**config.mk**
```make
export PLATFORM = sky130hd
export DESIGN_NAME = ppu_vram_arbiter
export DESIGN_NICKNAME = d
export VERILOG_FILES = /design/src/rtl/ppu_pkg.sv /design/src/rtl/ppu_vram_arbiter.sv
export SDC_FILE = /design/constraint.sdc
export NUM_CORES = 1
export LEC_CHECK = 0
export BUFFER_PORTS_ARGS = -buffer_cell sky130_fd_sc_hd__buf_4
export CAP_MARGIN = 15
export CORE_UTILIZATION = 30
export CTS_CLUSTER_SIZE = 25
export DETAILED_ROUTE_END_ITERATION = 8
export GPL_ROUTABILITY_DRIVEN = 1
export GPL_TIMING_DRIVEN = 0
export PLACE_DENSITY = 0.6
export SYNTH_ARGS = -nofsm -noshare
export SYNTH_HDL_FRONTEND = slang
export SYNTH_SLANG_ARGS = --single-unit
```
**constraint.sdc**
```tcl
create_clock -name CLK -period 3 [get_ports CLK]
set_input_delay 0.45 -clock CLK [delete_from_list [all_inputs] [get_ports CLK]]
set_output_delay 0.45 -clock CLK [all_outputs]
set_load 0.01 [all_outputs]
```
**src/rtl/ppu_pkg.sv**
```systemverilog
// Shared types and constants for the PPU VRAM bus arbiter.
// Holds the access FSM states, requester identities and bus widths.
package ppu_pkg;

    localparam int VRAM_AW          = 14;
    localparam int VRAM_DW          = 8;
    localparam int STARVE_W         = 4;
    localparam int STARVE_LIMIT_DEF = 15;

    typedef enum logic [1:0] {
        IDLE,
        ADDR,
        DATA
    } state_e;

    typedef enum logic {
        OWN_REND,
        OWN_CPU
    } owner_e;

endpackage

```
**src/rtl/ppu_vram_arbiter.sv**
```systemverilog
// Shares the external PPU VRAM bus between the render fetcher and CPU PPUDATA
// accesses; every access is one address-latch cycle followed by one data cycle.
module ppu_vram_arbiter
    import ppu_pkg::*;
#(
    parameter int STARVE_LIMIT = STARVE_LIMIT_DEF
) (
    input  logic               CLK,
    input  logic               RESET,
    input  logic               rendering,

    input  logic               rend_req,
    input  logic [VRAM_AW-1:0] rend_addr,
    output logic               rend_gnt,
    output logic [VRAM_DW-1:0] rend_rdata,
    output logic               rend_rvalid,

    input  logic               cpu_req,
    input  logic               cpu_we,
    input  logic [VRAM_AW-1:0] cpu_addr,
    input  logic [VRAM_DW-1:0] cpu_wdata,
    output logic               cpu_gnt,
    output logic [VRAM_DW-1:0] cpu_rdata,
    output logic               cpu_done,

    output logic [VRAM_AW-1:0] PPU_BUS_ADDR,
    output logic [VRAM_DW-1:0] PPU_DATA_OUT,
    input  logic [VRAM_DW-1:0] PPU_DATA_IN,
    output logic               PPU_ALE,
    output logic               PPU_READ,
    output logic               PPU_WRITE
);

    localparam logic [STARVE_W-1:0] LIMIT = STARVE_W'(STARVE_LIMIT);

    state_e               state_q;
    owner_e               owner_q;
    logic                 we_q;
    logic [VRAM_DW-1:0]   wdata_q;
    logic [VRAM_AW-1:0]   bus_addr_q;
    logic [VRAM_DW-1:0]   dout_q;
    logic                 ale_q, read_q, write_q;
    logic                 rend_gnt_q, rend_rvalid_q, cpu_gnt_q, cpu_done_q;
    logic [VRAM_DW-1:0]   rend_rdata_q, cpu_rdata_q;
    logic [STARVE_W-1:0]  starve_q, starve_d;
    logic                 cpu_wins, rend_wins;

    // NOTE: every always_comb output gets a default first so no latch is inferred.
    always_comb begin
        cpu_wins  = cpu_req && ((starve_q == LIMIT) || !rendering || !rend_req);
        rend_wins = rend_req && !cpu_wins;

        starve_d = starve_q;
        if (!cpu_req || cpu_gnt_q) begin
            starve_d = '0;
        end else if (starve_q != LIMIT) begin
            starve_d = starve_q + 1'b1;
        end
    end

    // NOTE: sequential state uses non-blocking assignments only.
    always_ff @(posedge CLK) begin
        if (RESET) begin
            state_q       <= IDLE;
            owner_q       <= OWN_REND;
            we_q          <= 1'b0;
            wdata_q       <= '0;
            bus_addr_q    <= '0;
            dout_q        <= '0;
            ale_q         <= 1'b0;
            read_q        <= 1'b0;
            write_q       <= 1'b0;
            rend_gnt_q    <= 1'b0;
            rend_rvalid_q <= 1'b0;
            cpu_gnt_q     <= 1'b0;
            cpu_done_q    <= 1'b0;
            rend_rdata_q  <= '0;
            cpu_rdata_q   <= '0;
            starve_q      <= '0;
        end else begin
            starve_q      <= starve_d;
            ale_q         <= 1'b0;
            read_q        <= 1'b0;
            write_q       <= 1'b0;
            dout_q        <= '0;
            rend_gnt_q    <= 1'b0;
            cpu_gnt_q     <= 1'b0;
            rend_rvalid_q <= 1'b0;
            cpu_done_q    <= 1'b0;

            // Completion of the access whose data cycle ends at this edge.
            if (state_q == DATA) begin
                if (owner_q == OWN_CPU) begin
                    cpu_done_q <= 1'b1;
                    if (!we_q) cpu_rdata_q <= PPU_DATA_IN;
                end else begin
                    rend_rvalid_q <= 1'b1;
                    rend_rdata_q  <= PPU_DATA_IN;
                end
            end

            case (state_q)
                ADDR: begin
                    state_q <= DATA;
                    read_q  <= !we_q;
                    write_q <= we_q;
                    dout_q  <= we_q ? wdata_q : '0;
                end
                default: begin
                    // IDLE and DATA are both arbitration points, giving back-to-back accesses.
                    if (cpu_wins) begin
                        state_q    <= ADDR;
                        owner_q    <= OWN_CPU;
                        we_q       <= cpu_we;
                        wdata_q    <= cpu_wdata;
                        bus_addr_q <= cpu_addr;
                        ale_q      <= 1'b1;
                        cpu_gnt_q  <= 1'b1;
                    end else if (rend_wins) begin
                        state_q    <= ADDR;
                        owner_q    <= OWN_REND;
                        we_q       <= 1'b0;
                        wdata_q    <= '0;
                        bus_addr_q <= rend_addr;
                        ale_q      <= 1'b1;
                        rend_gnt_q <= 1'b1;
                    end else begin
                        state_q <= IDLE;
                    end
                end
            endcase
        end
    end

    assign rend_gnt     = rend_gnt_q;
    assign rend_rdata   = rend_rdata_q;
    assign rend_rvalid  = rend_rvalid_q;
    assign cpu_gnt      = cpu_gnt_q;
    assign cpu_rdata    = cpu_rdata_q;
    assign cpu_done     = cpu_done_q;
    assign PPU_BUS_ADDR = bus_addr_q;
    assign PPU_DATA_OUT = dout_q;
    assign PPU_ALE      = ale_q;
    assign PPU_READ     = read_q;
    assign PPU_WRITE    = write_q;

endmodule
```
* After elaboration in Yosys (flattened, before gate mapping) *
Cells that the tools add are included.

storage, ports and cells
  word-level logic and storage cells = 61
  bits in registers = 61

cells by class
  reductions and logical operators = 20
  bitwise operators = 4
  muxes and demuxes = 15
  equality and inequality tests = 4
  add/sub/neg operators = 1

operators with widths
  operator               count
  $mux W14               2
  $mux W8                2
  $mux W1                10
  $reduce_or A2 Y1       4
  $reduce_or A3 Y1       2
  $logic_not A1 Y1       5
  $add A4 B1 Y4 const B  1
  $eq A4 B4 Y1 const B   1
  $ne A4 B4 Y1 const B   1
  $not A1 Y1             4
  $reduce_and A2 Y1      2
  $logic_or A1 B1 Y1     3
  $reduce_and A3 Y1      1
  $eq A2 B1 Y1 const B   1
  $eq A2 B2 Y1 const B   1
  $logic_and A1 B1 Y1    2
  $mux W2                1
  $reduce_bool A2 Y1     1

* Longest topological paths before layout *
Gate-level depths: netlist (run 1).

  word-level depth = 9
  depth in mapped cells = 7

* Worst setup path after synthesis (run 1) *
OpenSTA, ideal clock, no wires.

  path type = input port to flip-flop
  from = input port cpu_req
  to = register bus_addr_q[10] (netlist: PPU_BUS_ADDR[10])
  data required time = 2.912 ns
  library setup time = 0.088 ns
  path slack = 1.451 ns
  stages = 7
  arrival = 1.461 ns
  cell sequence = buf_6 or2_1 buf_6 and2_4 buf_6 buf_6 a311oi_2

on the way
  longest elaborated chain between the ends = 5
  elaborated cells on any way between the ends = 6

RTL lines
  what                          RTL line                 RTL
  from (decl)                   ppu_vram_arbiter.sv:18   input logic cpu_req,
  $logic_and A1 B1 Y1 *         ppu_vram_arbiter.sv:50   cpu_wins = cpu_req && ((starve_q == LIMIT) || !rendering || !rend_req);
  $logic_not A1 Y1              ppu_vram_arbiter.sv:51   rend_wins = rend_req && !cpu_wins;
  $logic_and A1 B1 Y1           ppu_vram_arbiter.sv:51
  $reduce_bool A2 Y1 (no line)  n/a
  $reduce_and A2 Y1 (no line)   n/a
  to (signal assigned)          ppu_vram_arbiter.sv:116  bus_addr_q <= cpu_addr;
  to (signal assigned)          ppu_vram_arbiter.sv:124  bus_addr_q <= rend_addr;
  to (decl)                     ppu_vram_arbiter.sv:40   logic [VRAM_AW-1:0] bus_addr_q;

Mark *: on every way between the ends. The rest lies on a longest branch, timed or not.
A chain may end at the register's enable or synchronous reset.

* Final worst setup path (run 1) *
  from = register starve_q[0]
  to = register wdata_q[6]

on the way
  longest elaborated chain between the ends = 8
  elaborated cells on any way between the ends = 9

RTL lines
  what                                RTL line                 RTL
  from (decl)                         ppu_vram_arbiter.sv:45   logic [STARVE_W-1:0] starve_q, starve_d;
  from (signal assigned)              ppu_vram_arbiter.sv:81   starve_q <= starve_d;
  $eq A4 B4 Y1 *                      ppu_vram_arbiter.sv:50
  $logic_or A1 B1 Y1 * (2 in series)  ppu_vram_arbiter.sv:50
  $logic_and A1 B1 Y1 *               ppu_vram_arbiter.sv:50
  $logic_not A1 Y1                    ppu_vram_arbiter.sv:51
  $logic_and A1 B1 Y1                 ppu_vram_arbiter.sv:51
  $reduce_bool A2 Y1 (no line)        n/a
  $reduce_and A2 Y1 (no line)         n/a
  to (signal assigned)                ppu_vram_arbiter.sv:115  wdata_q <= cpu_wdata;
  to (decl)                           ppu_vram_arbiter.sv:39   logic [VRAM_DW-1:0] wdata_q;

Marks and branches as above.

==> results.toml, run 1 <==
[grt]
grt_max_degree = 11
grt_pass1_wl_mm = 9.79
grt_pass1_vias = 2018
grt_use_total = 0.155
antenna_found_initial = 0
grt_overflow_total = 0

[logic_synthesis]
async_flop_share = 0
ys_types = 37
synthFlopType = "dfxtp_1"
ys_ff_latch = 60
netlist_instances = 222
synth_nets = 273
seq_area_frac_synth = 0.514
mappedNetlistArea_um2 = 2330
synth-edff-count = 0
yosysWarnings = 0
synth_area_per_cell_um2 = 10.5

[power]
power_density_nw_per_um2 = 537
leakagePower_nw = 1.42
ir_worst_vdd_mv = 0.266
p_comb_frac = 0.142
intPower_mw = 1.36
p_sw_frac = 0.241
p_switching_uw = 431
power.share.sequential = 0.479
clkPwrFrac = 0.378
total_power_mw = 1.79

[cells_and_area]
drive_above_1_share = 0.396
fin_nets = 377
register_area_um2 = 1200
area_delta_synth_final_pct = 42.8
num_antenna_cells = 0
multi_input_area_um2 = 1010
fill_cells = 749
final_cells = 427

[clock_network]
postCtsHoldBufs = 0
cts_setup_buffers = 0
clock_path_buffers = 2
clkLatencyLatePin_ns = 0.33
htree_levels = 3
tritoncts = "built"
cts_resized = 0
cts_root_buf = "clkbuf_8"
clk_pin_slew_ns = 0.06
clock-sinks = 60
cts_buffers = 9

[critical_path]
timing.rr.start = "starve_q[0]$_SDFFE_PP0N_"
worst-path-max-fanout = 10
crit_type = "reg2reg"
cp_slowest_cell = "a221oi_2"
cp.required_ns = 3.27
slowest_delay_ns = 0.42
cp.buffers_inverters = 1
worstPathCellList = "ha_1 > nand4_1 > a221oi_2 > buf_4 > a22o_1"
r2r_cells = 5
start_kind = "register"
worst-r2r-setup-slack_ns = 1.13
cp_top_family = "compound AO/OA/AOI/OAI gates"
end_kind = "register"
reg2reg_to = "wdata_q[6]$_SDFFE_PP0P_"
arrival_ns = 2.14

[min_path]
holdPathStages = 2
hp-start = "cpu_wdata[1]"
worstHoldEndpoint = "wdata_q[1]$_SDFFE_PP0P_"
hold_class = "in2reg"

[sta]
min_period_ns = 1.87
finalCritPeriodShare = 0.622
rsz0062_at_grt = "false"
slew_viol_final = 0
fin_worst_skew_ns = 0.00898
tightest_slew_ns = 0.663
finalSetupTns_ns = 0
finalHoldViolCount = 0
maxSlewHeadroom = 0.558
fmax_ghz = 0.536
setup_viol = 0

[detailed_routing]
drtIter0Drc = 60
vias = 2053
postRouteAntennaNets = 0
drtPass1Iterations = 4
wl_mm = 6.05
drcViolationCount = 0
wire_per_inst_um = 14.2
viasPerCell = 4.81

[floorplan]
io_pins = 95
coreArea_um2 = 7370
die_area_um2 = 8140
start_util = 0.317
die_x_um = 90.2
num_rows = 31
die_y_um = 90.2

[job]
maxCapViolCount = 0

[status]
status = "complete, no violations"

[placed_design]
dp_hpwl_mm = 4.32
dp.cells = 414
place.port_buffers = 93
place_congestion = 0.720
## sequential cells by signal (all words and copies together) (netlist names)
| register | cells |
|---|---|
| PPU_READ | 1 |
| rend_rdata | 8 |
| wdata_q | 8 |
| cpu_gnt | 1 |
| PPU_DATA_OUT | 8 |
| PPU_WRITE | 1 |
| starve_q | 4 |
| PPU_ALE | 1 |
| cpu_rdata | 8 |
| state_q | 1 |
| PPU_BUS_ADDR | 14 |
| rend_rvalid | 1 |
| rend_gnt | 1 |
| owner_q | 1 |
| cpu_done | 1 |
| we_q | 1 |
## cell usage in the layout, fill, tap and decap left out, types with 2 or more instances in the layout
cell,n
a21oi_1,14
a22o_1,9
a311oi_1,5
a311oi_2,9
and2_1,8
buf_1,2
buf_2,5
buf_4,94
buf_6,4
clkbuf_1,7
clkbuf_8,10
clkinv_2,2
dfxtp_1,60
mux2i_1,17
nand2_1,4
nand3_1,15
nor2_1,24
nor2b_1,2
nor3_1,2
nor4bb_1,2
o211ai_1,14
## metal layers
metal  part of all wire  vias up  GRT usage
li1                   -     1014          -
met1               0.43      957      0.187
met2               0.50       72      0.254
met3              0.054       10     0.0415
met4              0.016        0     0.0780
met5                  0        -          0
## cells by family after synthesis
kind of cell	after synthesis	share of synthesized area
AND/OR/NAND/NOR	65	0.143
flip-flops	60	0.514
AO/OA/AOI/OAI	57	0.209
buffers and inverters	21	0.0514
multiplexers	17	0.0729
XOR/XNOR	1	0.00375
adder cells (fa/ha/maj)	1	0.00536
## power by group through the flow
stage | registers (mW) | logic (mW) | clock network [mW]
finish | 0.859 | 0.255 | 0.677
global route | 0.864 | 0.279 | 0.742
CTS | 0.859 | 0.259 | 0.703
detailed placement | 0.876 | 0.259 | 0
global placement | 0.875 | 0.256 | 0
floorplan | 0.885 | 0.121 | 0
## how the worst max path moves through the flow
stage | from | endpoint | cells past startpoint
3_5_place_dp | starve_q[0]$_SDFFE_PP0N_ | PPU_BUS_ADDR[6]$_SDFFE_PP0P_ | 5
2_1_floorplan | cpu_req | PPU_BUS_ADDR[10]$_SDFFE_PP0P_ | 7
5_1_grt | starve_q[0]$_SDFFE_PP0N_ | we_q$_SDFFE_PP0P_ | 5
4_1_cts | starve_q[0]$_SDFFE_PP0N_ | PPU_BUS_ADDR[6]$_SDFFE_PP0P_ | 5
6_report | starve_q[0]$_SDFFE_PP0N_ | wdata_q[6]$_SDFFE_PP0P_ | 5
3_3_place_gp | cpu_req | PPU_BUS_ADDR[9]$_SDFFE_PP0P_ | 5
## worst register-to-register path, cell delays in order (launching register included)
cell and delay (ns):
dfxtp_1 0.39, ha_1 0.25, nand4_1 0.38, a221oi_2 0.42, buf_4 0.23, a22o_1 0.15
## cells in the mapped netlist (2+ instances only)
cell type | n | share of area
clkbuf_1 | 7 | 0.011
buf_2 | 5 | 0.011
a21oi_1 | 14 | 0.030
mux2i_1 | 17 | 0.073
nand2_1 | 4 | 0.0064
buf_6 | 4 | 0.019
a311oi_1 | 5 | 0.019
buf_1 | 2 | 0.0032
dfxtp_1 | 60 | 0.51
nor2b_1 | 2 | 0.0054
nand3_1 | 15 | 0.032
and2_1 | 8 | 0.021
nor4bb_1 | 2 | 0.0086
a22o_1 | 9 | 0.034
o211ai_1 | 14 | 0.045
nor2_1 | 24 | 0.039
a311oi_2 | 9 | 0.058
nor3_1 | 2 | 0.0043
## per-stage QoR
stage               hold WS, ns  cell area, um2  setup WS, ns   util
finish                    0.329            3330          1.13  0.452
CTS                       0.308            3330          1.16  0.452
global placement          0.440            3160          1.21  0.428
detailed placement        0.446            3160          1.18  0.428
floorplan                 0.430            2330          1.45      -
global route              0.317            3330          1.04  0.452
## cell type report
cell class / count / share of cell area
sequential: 60 / 0.360
multi-input combinational: 141 / 0.304
timing repair buffer: 93 / 0.209
clock buffer: 10 / 0.0413
tap: 99 / 0.0371
buffer: 20 / 0.0349
clock inverter: 3 / 0.0120
inverter: 1 / 0.00113
(Power assumes the default switching activity.)
==> run 2, diff against run 1 <==
- ABC_AREA: not set -> 1
- clock period: 3 -> 1.8 ns (I/O delays scaled with it)
==> run 2 against run 1 <==
  * Core utilization grew 0.46 points
  * Register-to-register slack lost 0.91 ns
  * Synthesized area shrank 0.80%
  * Clock-buffer cell count shrank 1
  * Via count grew 8.4%
  * Sequential share of layout area shrank 0.36 points
  * Final cell count grew 21%
  * Sequential power grew 66%
  * Wire length shrank 1.9%
  * Critical path type unchanged
  * Largest power group unchanged
==> results.toml, run 2 <==
[sta]
slew_viol_final = 0
finalSetupTns_ns = 0
finalHoldViolCount = 0
min_period_ns = 1.58
maxSlewHeadroom = 0.705
rsz0062_at_grt = "false"
tightest_slew_ns = 0.442
finalCritPeriodShare = 0.876
fmax_ghz = 0.634
fin_worst_skew_ns = 0.00924
setup_viol = 0

[critical_path]
endpoint = "PPU_BUS_ADDR[4]$_SDFFE_PP0P_"
worstPathCellList = "ha_1 > nand3_2 > nand2_2 > buf_6 > buf_6 > a21oi_1 > nor2_1 > nor2_1"
crit_start = "starve_q[0]$_SDFFE_PP0N_"
cp_slowest_cell = "dfxtp_1"
cp.required_ns = 2.02
arrival_ns = 1.80
reg2reg_to = "PPU_BUS_ADDR[4]$_SDFFE_PP0P_"
r2r_cells = 8
timing.rr.start = "starve_q[0]$_SDFFE_PP0N_"
start_kind = "register"
cp.depth = 8
cp.buffers_inverters = 2
crit_type = "reg2reg"
end_kind = "register"
slowest_delay_ns = 0.39
cp_top_family = "simple AND/OR/NAND/NOR gates"
worst-path-max-fanout = 10
worst-r2r-setup-slack_ns = 0.22

[cells_and_area]
multi_input_area_um2 = 921
final_common_cell = "buf_4"
area_delta_synth_final_pct = 45.4
num_antenna_cells = 0
register_area_um2 = 1200
fill_cells = 791
largest_reg_flops = 14
fin_nets = 464
drive_above_1_share = 0.299
final_cell_mix = "buf_4 (95), dfxtp_1 (60), nor2_1 (60), nand2_1 (55), inv_1 (30)"

[grt]
grt_overflow_total = 0
grt_use_total = 0.153
grt_max_degree = 13
antenna_found_initial = 0
grt_pass1_vias = 2107
grt_pass1_wl_mm = 9.85

[clock_network]
cts_setup_buffers = 0
clk_pin_slew_ns = 0.07
postCtsHoldBufs = 0
cts_root_buf = "clkbuf_8"
clock_path_buffers = 2
cts_buffers = 9
tritoncts = "built"
cts_resized = 0
clock-sinks = 60
htree_levels = 3
clkLatencyLatePin_ns = 0.33

[floorplan]
io_pins = 95
start_util = 0.314
coreArea_um2 = 7370
die_y_um = 89.9
num_rows = 31
die_x_um = 89.9
die_area_um2 = 8070

[detailed_routing]
vias = 2226
drtIter0Drc = 66
wire_per_inst_um = 11.5
drtPass1Iterations = 4
drcViolationCount = 0
wl_mm = 5.93
postRouteAntennaNets = 0
viasPerCell = 4.31

[logic_synthesis]
netlist_instances = 308
ys_ff_latch = 60
seq_area_frac_synth = 0.519
synth.largest_area_cell = "dfxtp_1"
synthFlopType = "dfxtp_1"
async_flop_share = 0
synth-edff-count = 0
synthTopCellsByArea = "dfxtp_1 (52%), nor2_1 (9.7%), nand2_1 (8.9%), nand3_1 (5.6%), a21oi_1 (5.4%)"
mappedNetlistArea_um2 = 2320
synth_nets = 359
ys_types = 24
synth_area_per_cell_um2 = 7.52
synth_commonest_cells = "dfxtp_1 (60), nor2_1 (60), nand2_1 (55)"
synth_top_area_frac = 0.519
yosysWarnings = 0

[status]
status = "complete, no violations"

[power]
total_power_mw = 3.19
ir_worst_vdd_mv = 0.501
power_density_nw_per_um2 = 948
leakagePower_nw = 1.62

[placed_design]
place_congestion = 0.797
place.port_buffers = 94
dp_hpwl_mm = 4.38

[job]
maxCapViolCount = 0

[min_path]
hold_class = "in2reg"
==> run 2: cell types whose count changed after synthesis, sizes merged, moves of 3 or more <==
| cell | delta |
|---|---|
| inv | +31 |
| a22o | -9 |
| nor2 | +38 |
| a21oi | +10 |
| buf | -4 |
| clkbuf | -3 |
| nand3 | +12 |
| o21ai | +23 |
| and2 | -9 |
| mux2i | -17 |
| a311oi | -14 |
| nand2 | +53 |
| o211ai | -14 |
==> run 2: worst register-to-register path, stage by stage (launching register included) <==
cell	delay (ns)
dfxtp_1	0.39
ha_1	0.27
nand3_2	0.16
nand2_2	0.10
buf_6	0.15
buf_6	0.15
a21oi_1	0.08
nor2_1	0.13
nor2_1	0.05
==> run 2: per-stage QoR <==
stage,worst slack (ns),cell area (um2),hold WS (ns),util,std cells
detailed placement,0.242,3150,0.418,0.427,501
global placement,0.320,3150,0.420,0.427,501
global route,0.102,3370,0.113,0.457,517
finish,0.223,3370,0.122,0.457,517
floorplan,0.464,2320,0.347,-,308
CTS,0.230,3370,0.107,0.457,517
==> run 2: power by group <==
part	internal (mW)	switching (mW)
sequential	1.39	0.0338
clock	0.786	0.556
combinational	0.205	0.221
==> run 2: area by class of cell <==
class	instances	share of cell area
flip-flops and latches	60	0.357
multi-input cells	203	0.273
repair buffers	94	0.210
clock buffers	9	0.0368
well taps	99	0.0368
inverters	32	0.0357
clock inverters	7	0.0293
plain buffers	13	0.0219
==> run 2: cell families (layout without fill, tap and decap cells) <==
| kind of cell | after synthesis | in the layout | share of synthesized area |
|---|---|---|---|
| flip-flops | 60 | 60 | 0.519 |
| XOR/XNOR | 1 | 1 | 0.00378 |
| AND/OR/NAND/NOR | 151 | 151 | 0.278 |
| AO/OA/AOI/OAI | 50 | 50 | 0.110 |
| buffers and inverters | 45 | 155 | 0.0837 |
| adder cells (fa/ha/maj) | 1 | 1 | 0.00540 |
==> run 2: how the worst min path moves through the flow <==
stage	from	to	slack [ns]	cells past startpoint
after floorplan	RESET	cpu_done$_SDFF_PP0_	0.35	1
after global placement	wdata_q[6]$_SDFFE_PP0P_	PPU_DATA_OUT[6]$_SDFF_PP0_	0.42	2
after detailed placement	wdata_q[1]$_SDFFE_PP0P_	PPU_DATA_OUT[1]$_SDFF_PP0_	0.42	2
after CTS	cpu_wdata[7]	wdata_q[7]$_SDFFE_PP0P_	0.11	3
after global routing	cpu_wdata[7]	wdata_q[7]$_SDFFE_PP0P_	0.11	3
final	cpu_wdata[0]	wdata_q[0]$_SDFFE_PP0P_	0.12	3
==> run 2: layer usage <==
layer / vias to the layer above / global-route usage / routed length (um)
met5: - / 0 / 0
li1: 1188 / - / -
met2: 58 / 0.239 / 2740
met3: 12 / 0.0474 / 294
met1: 968 / 0.197 / 2810
met4: 0 / 0.0565 / 89
